## src/rtl/dcache_ctrl_if.sv

```systemverilog
// Bundle of MEM-stage, cache-array and RAM-bus signals for dcache_ctrl.
// Suffixes _i/_o are from the controller's point of view.
interface dcache_ctrl_if #(
    parameter int ADDR_W = 8,
    parameter int DATA_W = 16
);
    logic              mem_rd_i;
    logic              mem_wr_i;
    logic [ADDR_W-1:0] mem_addr_i;
    logic [DATA_W-1:0] mem_wdata_i;
    logic              cache_hit_i;
    logic [DATA_W-1:0] cache_rdata_i;
    logic [ADDR_W-1:0] cache_addr_o;
    logic              cache_we_o;
    logic [DATA_W-1:0] cache_wdata_o;
    logic              ram_req_o;
    logic              ram_we_o;
    logic [ADDR_W-1:0] ram_addr_o;
    logic [DATA_W-1:0] ram_wdata_o;
    logic              ram_ack_i;
    logic [DATA_W-1:0] ram_rdata_i;
    logic [DATA_W-1:0] rdata_o;
    logic              stall_o;
    logic              bus_err_o;
    logic [15:0]       hit_cnt_o;
    logic [15:0]       miss_cnt_o;

    modport slave (
        input  mem_rd_i, mem_wr_i, mem_addr_i, mem_wdata_i,
        input  cache_hit_i, cache_rdata_i, ram_ack_i, ram_rdata_i,
        output cache_addr_o, cache_we_o, cache_wdata_o,
        output ram_req_o, ram_we_o, ram_addr_o, ram_wdata_o,
        output rdata_o, stall_o, bus_err_o, hit_cnt_o, miss_cnt_o
    );

    modport master (
        output mem_rd_i, mem_wr_i, mem_addr_i, mem_wdata_i,
        output cache_hit_i, cache_rdata_i, ram_ack_i, ram_rdata_i,
        input  cache_addr_o, cache_we_o, cache_wdata_o,
        input  ram_req_o, ram_we_o, ram_addr_o, ram_wdata_o,
        input  rdata_o, stall_o, bus_err_o, hit_cnt_o, miss_cnt_o
    );
endinterface

```

## src/rtl/dcache_ctrl.sv

```systemverilog
// Miss/write-through sequencer for the MEM-stage data cache, with RAM timeout.
// Optional hit/miss statistics counters are built when DCACHE_STAT_EN is defined.
module dcache_ctrl #(
    parameter int ADDR_W  = 8,
    parameter int DATA_W  = 16,
    parameter int TIMEOUT = 15
) (
    input  logic          clk,
    input  logic          rst,
    dcache_ctrl_if.slave  bus
);

    typedef enum logic [2:0] {IDLE, RD_REQ, WR_REQ, FILL, DONE} state_e;

    localparam logic [7:0] TMO_LAST = 8'(TIMEOUT - 1);

    state_e            state_q, state_d;
    logic [ADDR_W-1:0] addr_q, addr_d;
    logic [DATA_W-1:0] data_q, data_d;
    logic              err_q, err_d;
    logic [7:0]        tmo_q, tmo_d;
    logic              idle, rd_hit, rd_miss;

    assign idle    = (state_q == IDLE);
    assign rd_hit  = idle && !bus.mem_wr_i && bus.mem_rd_i &&  bus.cache_hit_i;
    assign rd_miss = idle && !bus.mem_wr_i && bus.mem_rd_i && !bus.cache_hit_i;

    // NOTE: sequential state uses non-blocking assignments so every flop samples pre-edge values.
    always_ff @(posedge clk) begin
        if (!rst) begin
            state_q <= IDLE;
            addr_q  <= '0;
            data_q  <= '0;
            err_q   <= 1'b0;
            tmo_q   <= '0;
        end else begin
            state_q <= state_d;
            addr_q  <= addr_d;
            data_q  <= data_d;
            err_q   <= err_d;
            tmo_q   <= tmo_d;
        end
    end

    // NOTE: every variable gets a default first so no path infers a latch.
    always_comb begin
        state_d = state_q;
        addr_d  = addr_q;
        data_d  = data_q;
        err_d   = err_q;
        tmo_d   = tmo_q;
        unique case (state_q)
            IDLE: begin
                if (bus.mem_wr_i) begin
                    addr_d  = bus.mem_addr_i;
                    data_d  = bus.mem_wdata_i;
                    err_d   = 1'b0;
                    tmo_d   = '0;
                    state_d = WR_REQ;
                end else if (rd_miss) begin
                    addr_d  = bus.mem_addr_i;
                    err_d   = 1'b0;
                    tmo_d   = '0;
                    state_d = RD_REQ;
                end
            end
            RD_REQ, WR_REQ: begin
                if (bus.ram_ack_i) begin
                    if (state_q == RD_REQ) data_d = bus.ram_rdata_i;
                    state_d = FILL;
                end else if (tmo_q == TMO_LAST) begin
                    // Timeout skips FILL so the cache is never updated with error data.
                    data_d  = '1;
                    err_d   = 1'b1;
                    state_d = DONE;
                end else begin
                    tmo_d = tmo_q + 8'd1;
                end
            end
            FILL: state_d = DONE;
            DONE: begin
                err_d   = 1'b0;
                state_d = IDLE;
            end
            default: state_d = IDLE;
        endcase
    end

    assign bus.cache_addr_o  = idle ? bus.mem_addr_i : addr_q;
    assign bus.cache_we_o    = (state_q == FILL);
    assign bus.cache_wdata_o = data_q;
    assign bus.ram_req_o     = (state_q == RD_REQ) || (state_q == WR_REQ);
    assign bus.ram_we_o      = (state_q == WR_REQ);
    assign bus.ram_addr_o    = addr_q;
    assign bus.ram_wdata_o   = data_q;
    assign bus.bus_err_o     = (state_q == DONE) && err_q;
    assign bus.stall_o       = (idle && (bus.mem_wr_i || rd_miss)) || bus.ram_req_o
                               || (state_q == FILL);
    assign bus.rdata_o       = rd_hit              ? bus.cache_rdata_i :
                               (state_q == DONE)   ? data_q            : '0;

`ifdef DCACHE_STAT_EN
    logic [15:0] hit_cnt_q, miss_cnt_q;

    always_ff @(posedge clk) begin
        if (!rst) begin
            hit_cnt_q  <= '0;
            miss_cnt_q <= '0;
        end else begin
            if (rd_hit && hit_cnt_q != 16'hFFFF)   hit_cnt_q  <= hit_cnt_q + 16'd1;
            if (rd_miss && miss_cnt_q != 16'hFFFF) miss_cnt_q <= miss_cnt_q + 16'd1;
        end
    end

    assign bus.hit_cnt_o  = hit_cnt_q;
    assign bus.miss_cnt_o = miss_cnt_q;
`else
    assign bus.hit_cnt_o  = '0;
    assign bus.miss_cnt_o = '0;
`endif

endmodule

```

## src/flat_wrapper.sv

```systemverilog
// flat-port wrapper written by rule: the top's interface ports become plain ports
module dcache_ctrl_flat 
#(
    parameter int ADDR_W  = 8,
    parameter int DATA_W  = 16,
    parameter int TIMEOUT = 15
)
  (clk, rst, bus_mem_rd_i, bus_mem_wr_i, bus_mem_addr_i, bus_mem_wdata_i, bus_cache_hit_i, bus_cache_rdata_i, bus_ram_ack_i, bus_ram_rdata_i, bus_cache_addr_o, bus_cache_we_o, bus_cache_wdata_o, bus_ram_req_o, bus_ram_we_o, bus_ram_addr_o, bus_ram_wdata_o, bus_rdata_o, bus_stall_o, bus_bus_err_o, bus_hit_cnt_o, bus_miss_cnt_o);
  dcache_ctrl_if #(.ADDR_W(ADDR_W), .DATA_W(DATA_W)) bus_i ();
  input  logic clk;
  input  logic rst;
  input wire logic [$bits(bus_i.mem_rd_i)-1:0] bus_mem_rd_i;
  input wire logic [$bits(bus_i.mem_wr_i)-1:0] bus_mem_wr_i;
  input wire logic [$bits(bus_i.mem_addr_i)-1:0] bus_mem_addr_i;
  input wire logic [$bits(bus_i.mem_wdata_i)-1:0] bus_mem_wdata_i;
  input wire logic [$bits(bus_i.cache_hit_i)-1:0] bus_cache_hit_i;
  input wire logic [$bits(bus_i.cache_rdata_i)-1:0] bus_cache_rdata_i;
  input wire logic [$bits(bus_i.ram_ack_i)-1:0] bus_ram_ack_i;
  input wire logic [$bits(bus_i.ram_rdata_i)-1:0] bus_ram_rdata_i;
  output wire logic [$bits(bus_i.cache_addr_o)-1:0] bus_cache_addr_o;
  output wire logic [$bits(bus_i.cache_we_o)-1:0] bus_cache_we_o;
  output wire logic [$bits(bus_i.cache_wdata_o)-1:0] bus_cache_wdata_o;
  output wire logic [$bits(bus_i.ram_req_o)-1:0] bus_ram_req_o;
  output wire logic [$bits(bus_i.ram_we_o)-1:0] bus_ram_we_o;
  output wire logic [$bits(bus_i.ram_addr_o)-1:0] bus_ram_addr_o;
  output wire logic [$bits(bus_i.ram_wdata_o)-1:0] bus_ram_wdata_o;
  output wire logic [$bits(bus_i.rdata_o)-1:0] bus_rdata_o;
  output wire logic [$bits(bus_i.stall_o)-1:0] bus_stall_o;
  output wire logic [$bits(bus_i.bus_err_o)-1:0] bus_bus_err_o;
  output wire logic [$bits(bus_i.hit_cnt_o)-1:0] bus_hit_cnt_o;
  output wire logic [$bits(bus_i.miss_cnt_o)-1:0] bus_miss_cnt_o;
  assign bus_i.mem_rd_i = bus_mem_rd_i;
  assign bus_i.mem_wr_i = bus_mem_wr_i;
  assign bus_i.mem_addr_i = bus_mem_addr_i;
  assign bus_i.mem_wdata_i = bus_mem_wdata_i;
  assign bus_i.cache_hit_i = bus_cache_hit_i;
  assign bus_i.cache_rdata_i = bus_cache_rdata_i;
  assign bus_i.ram_ack_i = bus_ram_ack_i;
  assign bus_i.ram_rdata_i = bus_ram_rdata_i;
  assign bus_cache_addr_o = bus_i.cache_addr_o;
  assign bus_cache_we_o = bus_i.cache_we_o;
  assign bus_cache_wdata_o = bus_i.cache_wdata_o;
  assign bus_ram_req_o = bus_i.ram_req_o;
  assign bus_ram_we_o = bus_i.ram_we_o;
  assign bus_ram_addr_o = bus_i.ram_addr_o;
  assign bus_ram_wdata_o = bus_i.ram_wdata_o;
  assign bus_rdata_o = bus_i.rdata_o;
  assign bus_stall_o = bus_i.stall_o;
  assign bus_bus_err_o = bus_i.bus_err_o;
  assign bus_hit_cnt_o = bus_i.hit_cnt_o;
  assign bus_miss_cnt_o = bus_i.miss_cnt_o;
  dcache_ctrl #(.ADDR_W(ADDR_W), .DATA_W(DATA_W), .TIMEOUT(TIMEOUT)) u_core (.clk(clk), .rst(rst), .bus(bus_i));
endmodule
```

## config.mk

```make
export PLATFORM = sky130hd
export DESIGN_NAME = dcache_ctrl_flat
export DESIGN_NICKNAME = d
export VERILOG_FILES = /design/src/rtl/dcache_ctrl_if.sv /design/src/rtl/dcache_ctrl.sv /design/src/flat_wrapper.sv
export SDC_FILE = /design/constraint.sdc
export NUM_CORES = 1
export LEC_CHECK = 0
export ABC_CLOCK_PERIOD_IN_PS = 2400
export CAP_MARGIN = 20
export CORE_UTILIZATION = 36
export CTS_CLUSTER_DIAMETER = 200
export DETAILED_ROUTE_END_ITERATION = 10
export GPL_ROUTABILITY_DRIVEN = 0
export PLACE_DENSITY = 0.81
export SETUP_SLACK_MARGIN = 0.1
export SYNTH_ARGS = -nofsm -noshare
export SYNTH_HDL_FRONTEND = slang
export SYNTH_SLANG_ARGS = --single-unit
```

## constraint.sdc

```tcl
create_clock -name clk -period 2.4 [get_ports clk]
set_input_delay 0.48 -clock clk [delete_from_list [all_inputs] [get_ports clk]]
set_output_delay 0.48 -clock clk [all_outputs]
set_load 0.05 [all_outputs]
```

# ---- Yosys cells after proc, flatten, opt, wreduce, memory -nomap -nowiden
# Index checks and enable logic that the tools add are counted.
dict set report totals {
  output_inout_bits 101
  register_bits 36
}
dict set report classes {
  n_addsub 1
  muxes 25
  eq_ne 12
  n_reduce_logical 22
}
# op count
set op_table {}
lappend op_table {{$mux 16} 6}
lappend op_table {{$mux 8} 7}
lappend op_table {{$pmux 16 s2} 1}
lappend op_table {{$pmux 8 s2} 1}
lappend op_table {{$mux 3} 4}
lappend op_table {{$reduce_and 4->1} 3}
lappend op_table {{$pmux 3 s3} 1}
lappend op_table {{$add 8x1->8 const B} 1}
lappend op_table {{$eq 8x4->1 const B} 1}
lappend op_table {{$eq 3x2->1 const B} 2}
lappend op_table {{$logic_and 1x1->1} 6}
lappend op_table {{$ne 2x2->1 const B} 3}
lappend op_table {{$ne 3x2->1 const B} 2}
lappend op_table {{$logic_or 1x1->1} 4}
lappend op_table {{$mux 1} 4}
lappend op_table {{$reduce_and 2->1} 2}
lappend op_table {{$reduce_bool 2->1} 2}
lappend op_table {{$eq 3x1->1 const B} 1}
lappend op_table {{$eq 3x3->1 const B} 1}
lappend op_table {{$logic_not 3->1} 1}
lappend op_table {{$ne 3x3->1 const B} 1}
lappend op_table {{$pmux 1 s3} 1}
lappend op_table {{$reduce_bool 3->1} 1}
lappend op_table {{$logic_not 1->1} 2}
lappend op_table {{other kinds (2)} 2}

# ---- Depth between registers and ports, before layout
# Gate-level depths: netlist (run 1).
dict set report logic_depth {
  word_depth 8
  mapped_depth 8
  mapped_depth_nobuf 5
}

# ---- Least setup slack after synthesis (run 1)
# No wires, ideal clock.
dict set report synth_timing {
  path_type {register to output}
  from {register u_core.state_q[0]}
  to {output bus_rdata_o[10]}
  path_stages_with_launch 7
  slack_ns 0.168
  t_arrival_ns 1.752
  required_ns 1.920
  path_buffers 3
  cell_sequence {dfxtp_1 -> buf_6 -> nor4_1 -> and3_1 -> clkbuf_1 -> buf_2 -> a22o_1}
}
dict set report synth_between {
  elab_chain_len 5
  word_cells_on_any_way 7
  cone_classes {eq/ne (1); mux (2); reduce/logical (4)}
}
# element line_no
set synth_lines {}
lappend synth_lines {{start: declaration} dcache_ctrl.sv:17} ;# state_e state_q, state_d;
lappend synth_lines {{start signal: assignment} dcache_ctrl.sv:37} ;# state_q <= state_d;
lappend synth_lines {{$logic_not 3->1} dcache_ctrl.sv:24} ;# assign idle = (state_q == IDLE);
lappend synth_lines {{$logic_and 1x1->1 (3 in a row)} dcache_ctrl.sv:25} ;# assign rd_hit = idle && !bus.mem_wr_i && bus.mem_rd_i && bus.cache_hit_i;
lappend synth_lines {{$mux 16 *} dcache_ctrl.sv:99} ;# assign bus.rdata_o = rd_hit ? bus.cache_rdata_i :
lappend synth_lines {{end: declaration} flat_wrapper.sv:27} ;# output wire logic [$bits(bus_i.rdata_o)-1:0] bus_rdata_o;
# Every way passes the cells marked *; elsewhere a longest branch is shown, timed or not.

# ---- Worst setup path in the final report (run 1)
dict set report layout_timing {
  from {input bus_mem_wr_i}
  to {output bus_rdata_o[15]}
}
dict set report layout_between {
  elab_chain_len 5
}
# element line_no
set layout_lines {}
lappend layout_lines {{start: declaration} flat_wrapper.sv:13} ;# input wire logic [$bits(bus_i.mem_wr_i)-1:0] bus_mem_wr_i;
lappend layout_lines {{$logic_not 1->1} dcache_ctrl.sv:25}
lappend layout_lines {{$logic_and 1x1->1 (3 in a row)} dcache_ctrl.sv:25}
lappend layout_lines {{$mux 16} dcache_ctrl.sv:99}
# No other way between the ends.

==> reports/metrics.cfg, run 1 <==
[synthesis]
synth_cell_types = 48
ys_seq_area_frac = 0.297
yosysMostFrequentCell = buf_4
synth_cells = 269
synth-edff-count = 0
ys_warn_count = 0
synthTopCellsByCount = buf_4, dfxtp_1, mux2i_1
synthTopCellsByArea = dfxtp_1, buf_4, mux2i_1
synthArstFlopShare = 0
avgSynthCellArea_um2 = 9.02
synth.ff_latch_count = 36
yosysTopAreaCell = dfxtp_1
yosysTopAreaCellShare = 0.297
synthFlopType = dfxtp_1
netlist_area_mm2 = 0.00243

[run]
drv_cap = 0

[finish]
area.growth.synth_to_final_pct = 66.7
nNetsFinal = 448
drive_gt1_frac = 0.192
num_antenna_cells = 0
instances_no_fill = 462

[critical_path]
criticalPathCategory = input pin to output port
cp_cell_sequence = clkdlybuf4s15_1 -> nor4_4 -> and3_4 -> bufbuf_16 -> a22o_1 -> buf_12
arrival_ps = 1830
cp_top_family = buffers and inverters
worstSetupEndpointType = output port
worstPathRequired_ps = 1920
crit_slowest_cell = bufbuf_16
crit_fanout = 8
worst_path_largest_cell_delay_ps = 270
cp_num_buf_inv = 3
start_kind = input pin

[die]
die_x_um = 84.1
start_util = 0.378
core_mm2 = 0.00642
die-height_um = 84.1
die_area_mm2 = 0.00707
rows = 29
ios = 163

[clock_network]
clk_latency_ps = 280
cts_inserted_buffers = 5
clock-sinks = 36
hold_buffers = 0
ctsLongestPathBuffers = 2
root_buffer = clkbuf_8
cts.clk_slew.worst_paths_ps = 70
cts_tree = done
cts_max_level = 2

[global_routing]
grt_pass1_vias = 2359
antenna_found_initial = 0
grt_pass1_wl_mm = 11.5
gr-total-overflow = 0
grt_max_degree = 33
track_usage = 0.204

[run_status]
violations = DRC
status = finished with violations

[routing]
num_vias = 2431
drc_errors = 30
dr.pass1.iters = 8
wirelength_mm = 7.47
dr.first_iter.drc_count = 126
postRouteAntennaNets = 0
viasPerCell = 5.26
wire_per_inst_um = 16.2

[pwr]
p_leak_uw = 0.00168
power_density_mw_per_mm2 = 1530
ir_drop_mv = 1.08

[timing]
min_period_over_period = 0.963
rsz0062_at_grt = true
hold_violations = 0
setup_tns_ps = 0
setup_slack_ps = 89.6
maxSlewViolCount = 0
tightest_slew_ps = 699
max_freq_mhz = 433
slew_headroom = 0.532
setup_viol = 0
min_period_ps = 2310
finalClockSkew_ps = 3.34

[place]
pre_cts_ws_ps = 17.4
hpwl_mm = 5.44
dp_cells = 450
port_buffers = 130

[worst_hold_path]
hold_path.class = register to register

-- final cells by class --
type / count / area [um2]
clock buffer: 8 / 90.1
fill: 507 / 2380
inverter: 6 / 25.0
multi-input combinational: 190 / 1400
sequential: 36 / 732
tap: 77 / 96.3
timing repair buffer: 145 / 1710
-- worst paths after layout --
check	start	end	slack, ps	cells past startpoint
min	u_core.tmo_q[7]$_SDFFE_PN0P_	u_core.tmo_q[7]$_SDFFE_PN0P_	500	1
max	bus_mem_wr_i	bus_rdata_o[15]	90	6
min reg2reg	u_core.tmo_q[7]$_SDFFE_PN0P_	u_core.tmo_q[7]$_SDFFE_PN0P_	500	1
max reg2reg	u_core.state_q[0]$_SDFFE_PN0P_	u_core.bus.cache_wdata_o[4]$_SDFFE_PN0P_	420	4
-- power breakdown --
part | internal, uW | switching, uW | leakage (uW)
sequential | 829 | 284 | 0.000298
combinational | 1810 | 2830 | 0.00134
clock | 234 | 209 | 0.0000455
-- logic make-up (layout without fill, tap and decap cells) --
| family | Yosys count | after routing | synth area share |
|---|---|---|---|
| buffers and inverters | 74 | 159 | 0.205 |
| AOI/OAI and AO/OA | 62 | 62 | 0.209 |
| and+or+nand+nor | 61 | 61 | 0.134 |
| DFF | 36 | 36 | 0.297 |
| muxes | 32 | 32 | 0.136 |
| adders and majority gates | 2 | 2 | 0.0103 |
| other | 1 | 32 | 0.00155 |
| xor gates and xnor gates | 1 | 1 | 0.00671 |
-- stage by stage --
| step | total power (uW) | hold WS [ps] | instance area [um2] | util |
|---|---|---|---|---|
| 2_1_floorplan | 4250 | 435 | 2540 | - |
| 3_3_place_gp | 5570 | 449 | 3820 | 0.595 |
| 3_5_place_dp | 5630 | 467 | 3820 | 0.595 |
| 4_1_cts | 6150 | 481 | 4000 | 0.623 |
| 5_1_grt | 6450 | 501 | 4040 | 0.630 |
| 6_report | 6190 | 495 | 4040 | 0.630 |
-- flip-flops by register name, summed over array words and instances (netlist names) --
signal,count
u_core.bus.cache_wdata_o,16
u_core.bus.ram_addr_o,8
u_core.tmo_q,8
u_core.state_q,3
u_core.err_q,1
-- placed cells by master (no fill, tap or decap), types with 2 or more instances in the layout --
cell type / n
nor2b_1: 9
clkdlybuf4s50_1: 100
or3_1: 4
nor2_1: 4
buf_4: 15
and3_1: 3
buf_12: 27
nand4_1: 2
a21oi_1: 3
nand2_1: 19
ha_1: 2
nand3_1: 6
inv_1: 5
mux2_2: 8
a22o_4: 5
conb_1: 32
o211ai_1: 3
mux2i_1: 24
o211a_1: 2
clkbuf_8: 6
clkbuf_1: 2
dfxtp_1: 33
o31ai_1: 2
dfxtp_4: 3
a22o_1: 11
a31oi_1: 8
o221ai_1: 17
-- timing repair --
| item | CTS | global route |
|---|---|---|
| setup endpoints to repair | 26 | 25 |
| cloned | 1 | 0 |
| resized for setup | 13 | 8 |
| setup buffers | 2 | 1 |
| pin swaps | 6 | 4 |
-- routing by layer --
metal  part of all wire  global-route usage
met1               0.36               0.207
met4              0.014              0.0643
met5                  0                   0
met3              0.081              0.0554
met2               0.54               0.399
Power figures use the tool's default switching activity.
==> run 2: changes to the inputs <==
Settings changed: CELL_PAD_IN_SITES_DETAIL_PLACEMENT set to 1, CELL_PAD_IN_SITES_GLOBAL_PLACEMENT set to 2, CORE_UTILIZATION 36 to 19, PLACE_DENSITY 0.81 to unset, PLACE_DENSITY_LB_ADDON set to 0.1.
==> reports/metrics.cfg, run 2 (synthesized netlist as in run 1, its figures left out) <==
[clock_network]
clock-sinks = 36  ; unchanged
cts_tree = done
cts_inserted_buffers = 5  ; unchanged
root_buffer = clkbuf_16
hold_buffers = 0  ; unchanged
clk_latency_ps = 280  ; about the same
cts.clk_slew.worst_paths_ps = 60  ; about the same
cts_max_level = 2  ; unchanged
ctsLongestPathBuffers = 2  ; unchanged

[routing]
num_vias = 2376  ; -2.3%
postRouteAntennaNets = 0  ; unchanged
dr.pass1.iters = 4  ; -4
drc_errors = 0  ; -100%
wirelength_mm = 8.47  ; +13%
wire_per_inst_um = 15.2  ; -5.8%
viasPerCell = 4.27  ; -19%
dr.first_iter.drc_count = 63  ; -50%

[timing]
setup_tns_ps = 0  ; unchanged
slew_headroom = 0.500  ; -0.0327
maxSlewViolCount = 0  ; unchanged
whs_ps = 490  ; -5.06 ps
min_period_over_period = 0.929  ; -0.0334
finalClockSkew_ps = 5.92  ; +2.58 ps
rsz0062_at_grt = true
max_freq_mhz = 448  ; +3.6%
tightest_slew_ps = 748  ; +48.8 ps
min_period_ps = 2230  ; -80.1 ps
setup_viol = 0  ; unchanged
hold_violations = 0  ; unchanged

[global_routing]
grt_use_met2 = 0.218  ; -0.181
gr-total-overflow = 0  ; unchanged
antenna_found_initial = 0  ; unchanged
grt_pass1_vias = 2377  ; +0.76%
track_usage = 0.126  ; -0.0781
top_usage_layer = met2
grt_pass1_wl_mm = 12.9  ; +12%
grt_use_met3 = 0.0322  ; -0.0232
grt_max_degree = 47  ; +42%
grtUsageMet1 = 0.158  ; -0.0490

[pwr]
power_frac_clock = 0.105  ; +0.034
switchingPower_uw = 3400  ; +2.3%
power_density_mw_per_mm2 = 1540  ; +0.85%
seqPwrFrac = 0.164  ; -0.016
pwr-share-comb = 0.731  ; -0.018
intPower_uw = 3120  ; +8.6%
p_leak_uw = 0.00172  ; +2.0%
switching_share = 0.521  ; -0.0148
ir_drop_mv = 0.568  ; -48%
power_uw = 6520  ; +5.3%

[die]
ios = 163  ; unchanged
rows = 40  ; +38%
core_mm2 = 0.0122  ; +90%
die-height_um = 115  ; +37%
die_area_mm2 = 0.0132  ; +87%
die_x_um = 115  ; +37%
start_util = 0.199  ; -0.179

[finish]
nNetsFinal = 452  ; +0.89%
final_core_util = 0.346  ; -0.284
largest_reg_flops = 16  ; unchanged
drive_gt1_frac = 0.201  ; +0.00882
final_common_cell = clkdlybuf4s50_1
final_cell_area_mm2 = 0.00422  ; +4.4%
area.growth.synth_to_final_pct = 74.0
num_antenna_cells = 0  ; unchanged
most-common-layout-cells = clkdlybuf4s50_1, dfxtp_1, conb_1

[run_status]
status = completed

[critical_path]
crit_fanout = 8  ; unchanged
crit_slowest_cell = dfxtp_1
rr_endpoint = u_core.bus.cache_wdata_o[7]$_SDFFE_PN0P_
cp_top_family = buffers and inverters
worstSetupEndpointType = output port
cp_num_buf_inv = 3  ; unchanged
worst_path_largest_cell_delay_ps = 370  ; +100 ps
start_kind = register
rr_startpoint = u_core.state_q[1]$_SDFFE_PN0P_
cp_cell_sequence = buf_4 -> nor3_2 -> buf_6 -> mux2_2 -> buf_12
worstPathRequired_ps = 1920  ; about the same
r2r.worst_path.cells = 5  ; +1
criticalPathCategory = register to output port
arrival_ps = 1750  ; -80 ps
rrSetupSlack_ps = 360  ; -60 ps

[place]
place_area_mm2 = 0.00397  ; +4.0%
hpwl_mm = 6.28  ; +15%
port_buffers = 130  ; unchanged

[worst_hold_path]
hold_path.class = register to register
min_to = u_core.err_q$_SDFFE_PN0P_
min_from = u_core.err_q$_SDFFE_PN0P_
hold_depth = 1  ; unchanged

[run]
drv_cap = 0  ; unchanged

run 2: cell type report:
class	count	area (um2)
inverter	6	27.5
fill	1421	7990
sequential	36	722
clock buffer	7	153
timing repair buffer	149	1730
tap	168	210
multi-input combinational	190	1380
run 2: repair_timing:
item                                    CTS  global route
setup buffers                             1             0
endpoints found under the setup margin   16            26
cloned                                    1             0
gates resized for setup                  10             7
pin swaps                                10             2
run 2: worst max-delay path by stage:
stage	from	end	slack (ps)	cells after the start
after floorplan	u_core.state_q[0]$_SDFFE_PN0P_	bus_rdata_o[10]	170	6
after global placement	bus_mem_wr_i	bus_rdata_o[11]	20	6
after detailed placement	bus_mem_wr_i	bus_rdata_o[10]	-30	6
after CTS	u_core.state_q[0]$_SDFFE_PN0P_	bus_cache_addr_o[0]	100	5
after global routing	u_core.state_q[2]$_SDFFE_PN0P_	bus_rdata_o[4]	80	5
final	u_core.state_q[0]$_SDFFE_PN0P_	bus_cache_addr_o[6]	170	5
run 2: power by group through the flow:
| stage | Clock (uW) | Sequential, uW | Combinational [uW] |
|---|---|---|---|
| after floorplan | 0 | 1580 | 2670 |
| after global placement | 0 | 1050 | 4710 |
| after detailed placement | 0 | 1060 | 4730 |
| after CTS | 718 | 1060 | 4790 |
| after global routing | 740 | 1110 | 5010 |
| final | 684 | 1070 | 4760 |
run 2: layer usage:
| metal | part of all wire | wire [um] | vias up |
|---|---|---|---|
| li1 | - | - | 1149 |
| met3 | 0.078 | 658 | 2 |
| met2 | 0.47 | 3980 | 108 |
| met1 | 0.45 | 3800 | 1117 |
| met5 | 0 | 0 | - |
| met4 | 0.0030 | 25 | 0 |
run 2: stage by stage:
stage                     cells  worst slack [ps]
final                       556               170
after detailed placement    547             -26.3
after floorplan             300               168
after global routing        556              83.1
after CTS                   556              98.5
after global placement      547              24.3
==> run 3: changes to the inputs <==
Settings changed: CORE_ASPECT_RATIO set to 2.
==> reports/metrics.cfg, run 3 (synthesized netlist as in run 1, its figures left out) <==
[run_status]
status = completed

[die]
die_area_mm2 = 0.0133  ; +0.20%
ios = 163  ; unchanged
start_util = 0.194  ; -0.00430
die_x_um = 81.9  ; -29%
core_mm2 = 0.0125  ; +2.2%
rows = 58  ; +45%
die-height_um = 162  ; +41%

[finish]
num_antenna_cells = 0  ; unchanged
fillerInstances = 1430  ; +0.63%
area.growth.synth_to_final_pct = 73.2
final_core_util = 0.337  ; -0.00899
multi_input_area_mm2 = 0.00136  ; -1.8%
final_common_cell = clkdlybuf4s50_1
largest_reg_flops = 16  ; unchanged
most-common-layout-cells = clkdlybuf4s50_1, dfxtp_1, conb_1
nNetsFinal = 455  ; +0.66%
seqCellArea_um2 = 723  ; +0.17%
drive_gt1_frac = 0.202  ; +0.000500

[routing]
wire_per_inst_um = 16.8  ; +10%
dr.pass1.iters = 4  ; unchanged
viasPerCell = 4.47  ; +4.6%
postRouteAntennaNets = 0  ; unchanged
wirelength_mm = 9.11  ; +7.6%
drc_errors = 0  ; unchanged
dr.first_iter.drc_count = 57  ; -9.5%
num_vias = 2422  ; +1.9%

[timing]
min_period_ps = 2250  ; +17.7 ps
finalClockSkew_ps = 9.59  ; +3.67 ps
maxSlewViolCount = 0  ; unchanged
tightest_slew_ps = 729  ; -18.5 ps
max_freq_mhz = 445  ; -0.79%
setup_viol = 0  ; unchanged
hold_violations = 0  ; unchanged
setup_tns_ps = 0  ; unchanged
slew_headroom = 0.512  ; +0.0124
min_period_over_period = 0.937  ; +0.00737
rsz0062_at_grt = true

[clock_network]
cts_max_level = 2  ; unchanged
clk_latency_ps = 290  ; about the same
cts_inserted_buffers = 5  ; unchanged
ctsLongestPathBuffers = 2  ; unchanged
root_buffer = clkbuf_16
cts.clk_slew.worst_paths_ps = 60  ; about the same
cts_tree = done
clock-sinks = 36  ; unchanged

[critical_path]
start_kind = input pin
cp_cell_sequence = dlygate4sd2_1 -> nor4_2 -> and3_4 -> buf_12 -> a22o_1 -> buf_12
critPathMostFrequentCell = buf_12
arrival_ps = 1770  ; +20 ps
cp_num_buf_inv = 3  ; unchanged
cp_top_family = buffers and inverters
worst_path_largest_cell_delay_ps = 280  ; -90 ps
criticalPathCategory = input pin to output port
worstSetupEndpointType = output port
crit_slowest_cell = and3_4
worstPathRequired_ps = 1920  ; about the same
crit_fanout = 8  ; unchanged

[pwr]
power_frac_clock = 0.115  ; +0.010
intPower_uw = 3210  ; +2.8%
ir_drop_mv = 0.620  ; +9.2%
power_density_mw_per_mm2 = 1580  ; +2.2%
pwr-share-comb = 0.725  ; -0.006
switching_share = 0.516  ; -0.00491
switchingPower_uw = 3420  ; +0.83%
power_uw = 6640  ; +1.8%
seqPwrFrac = 0.161  ; -0.003
p_leak_uw = 0.00172  ; +0.42%

[global_routing]
grt_max_degree = 47  ; unchanged
gr-total-overflow = 0  ; unchanged
track_usage = 0.141  ; +0.0153
antenna_found_initial = 0  ; unchanged
grt_pass1_wl_mm = 13.9  ; +7.3%
grt_pass1_vias = 2510  ; +5.6%

[place]
port_buffers = 130  ; unchanged
hpwl_mm = 7.05  ; +12%

[worst_hold_path]
hold_path.class = register to register

[run]
drv_cap = 0  ; unchanged

==> run 3: area by class of cell <==
class | instances | area share
sequential | 36 | 0.172
clock inverter | 2 | 0.00834
clock buffer | 6 | 0.0307
tap | 150 | 0.0447
inverter | 6 | 0.00596
multi-input combinational | 190 | 0.323
timing repair buffer | 152 | 0.415
==> run 3: power by group through the flow <==
stage               registers [uW]  clock network, uW  logic (uW)
finish                        1070                761        4810
global route                  1110                809        5060
CTS                           1070                792        4870
detailed placement            1080                  0        4830
global placement              1070                  0        4800
floorplan                     1580                  0        2670
==> run 3: through the flow <==
step	instance area, um2	worst slack (ps)	instances	hold WS [ps]
3_5_place_dp	3970	-51.5	532	457
2_1_floorplan	2540	168	300	435
5_1_grt	4200	69.8	542	495
3_3_place_gp	3970	-12.3	532	447
4_1_cts	4190	116	541	463
6_report	4200	152	542	465
==> run 3: path summary, 6_finish.rpt <==
check,start,end,slack (ps),cells past startpoint
min,u_core.tmo_q[7]$_SDFFE_PN0P_,u_core.tmo_q[7]$_SDFFE_PN0P_,460,1
max reg2reg,u_core.state_q[1]$_SDFFE_PN0P_,u_core.bus.cache_wdata_o[3]$_SDFFE_PN0P_,350,5
max,bus_mem_wr_i,bus_rdata_o[4],150,6
min reg2reg,u_core.tmo_q[7]$_SDFFE_PN0P_,u_core.tmo_q[7]$_SDFFE_PN0P_,460,1
==> run 3: layer usage <==
metal,global-route usage,share of wire,vias to the layer above
met5,0,0,-
met4,0.0550,0.017,0
met3,0.0219,0.053,8
met2,0.286,0.61,86
met1,0.130,0.32,1179
li1,-,-,1149
==> run 3: what timing repair did <==
action	CTS	global route
cloned	1	0
pin swaps	2	1
setup buffers	0	1
setup endpoints to repair	16	23
resized for setup	9	2
hold buffers	0	0
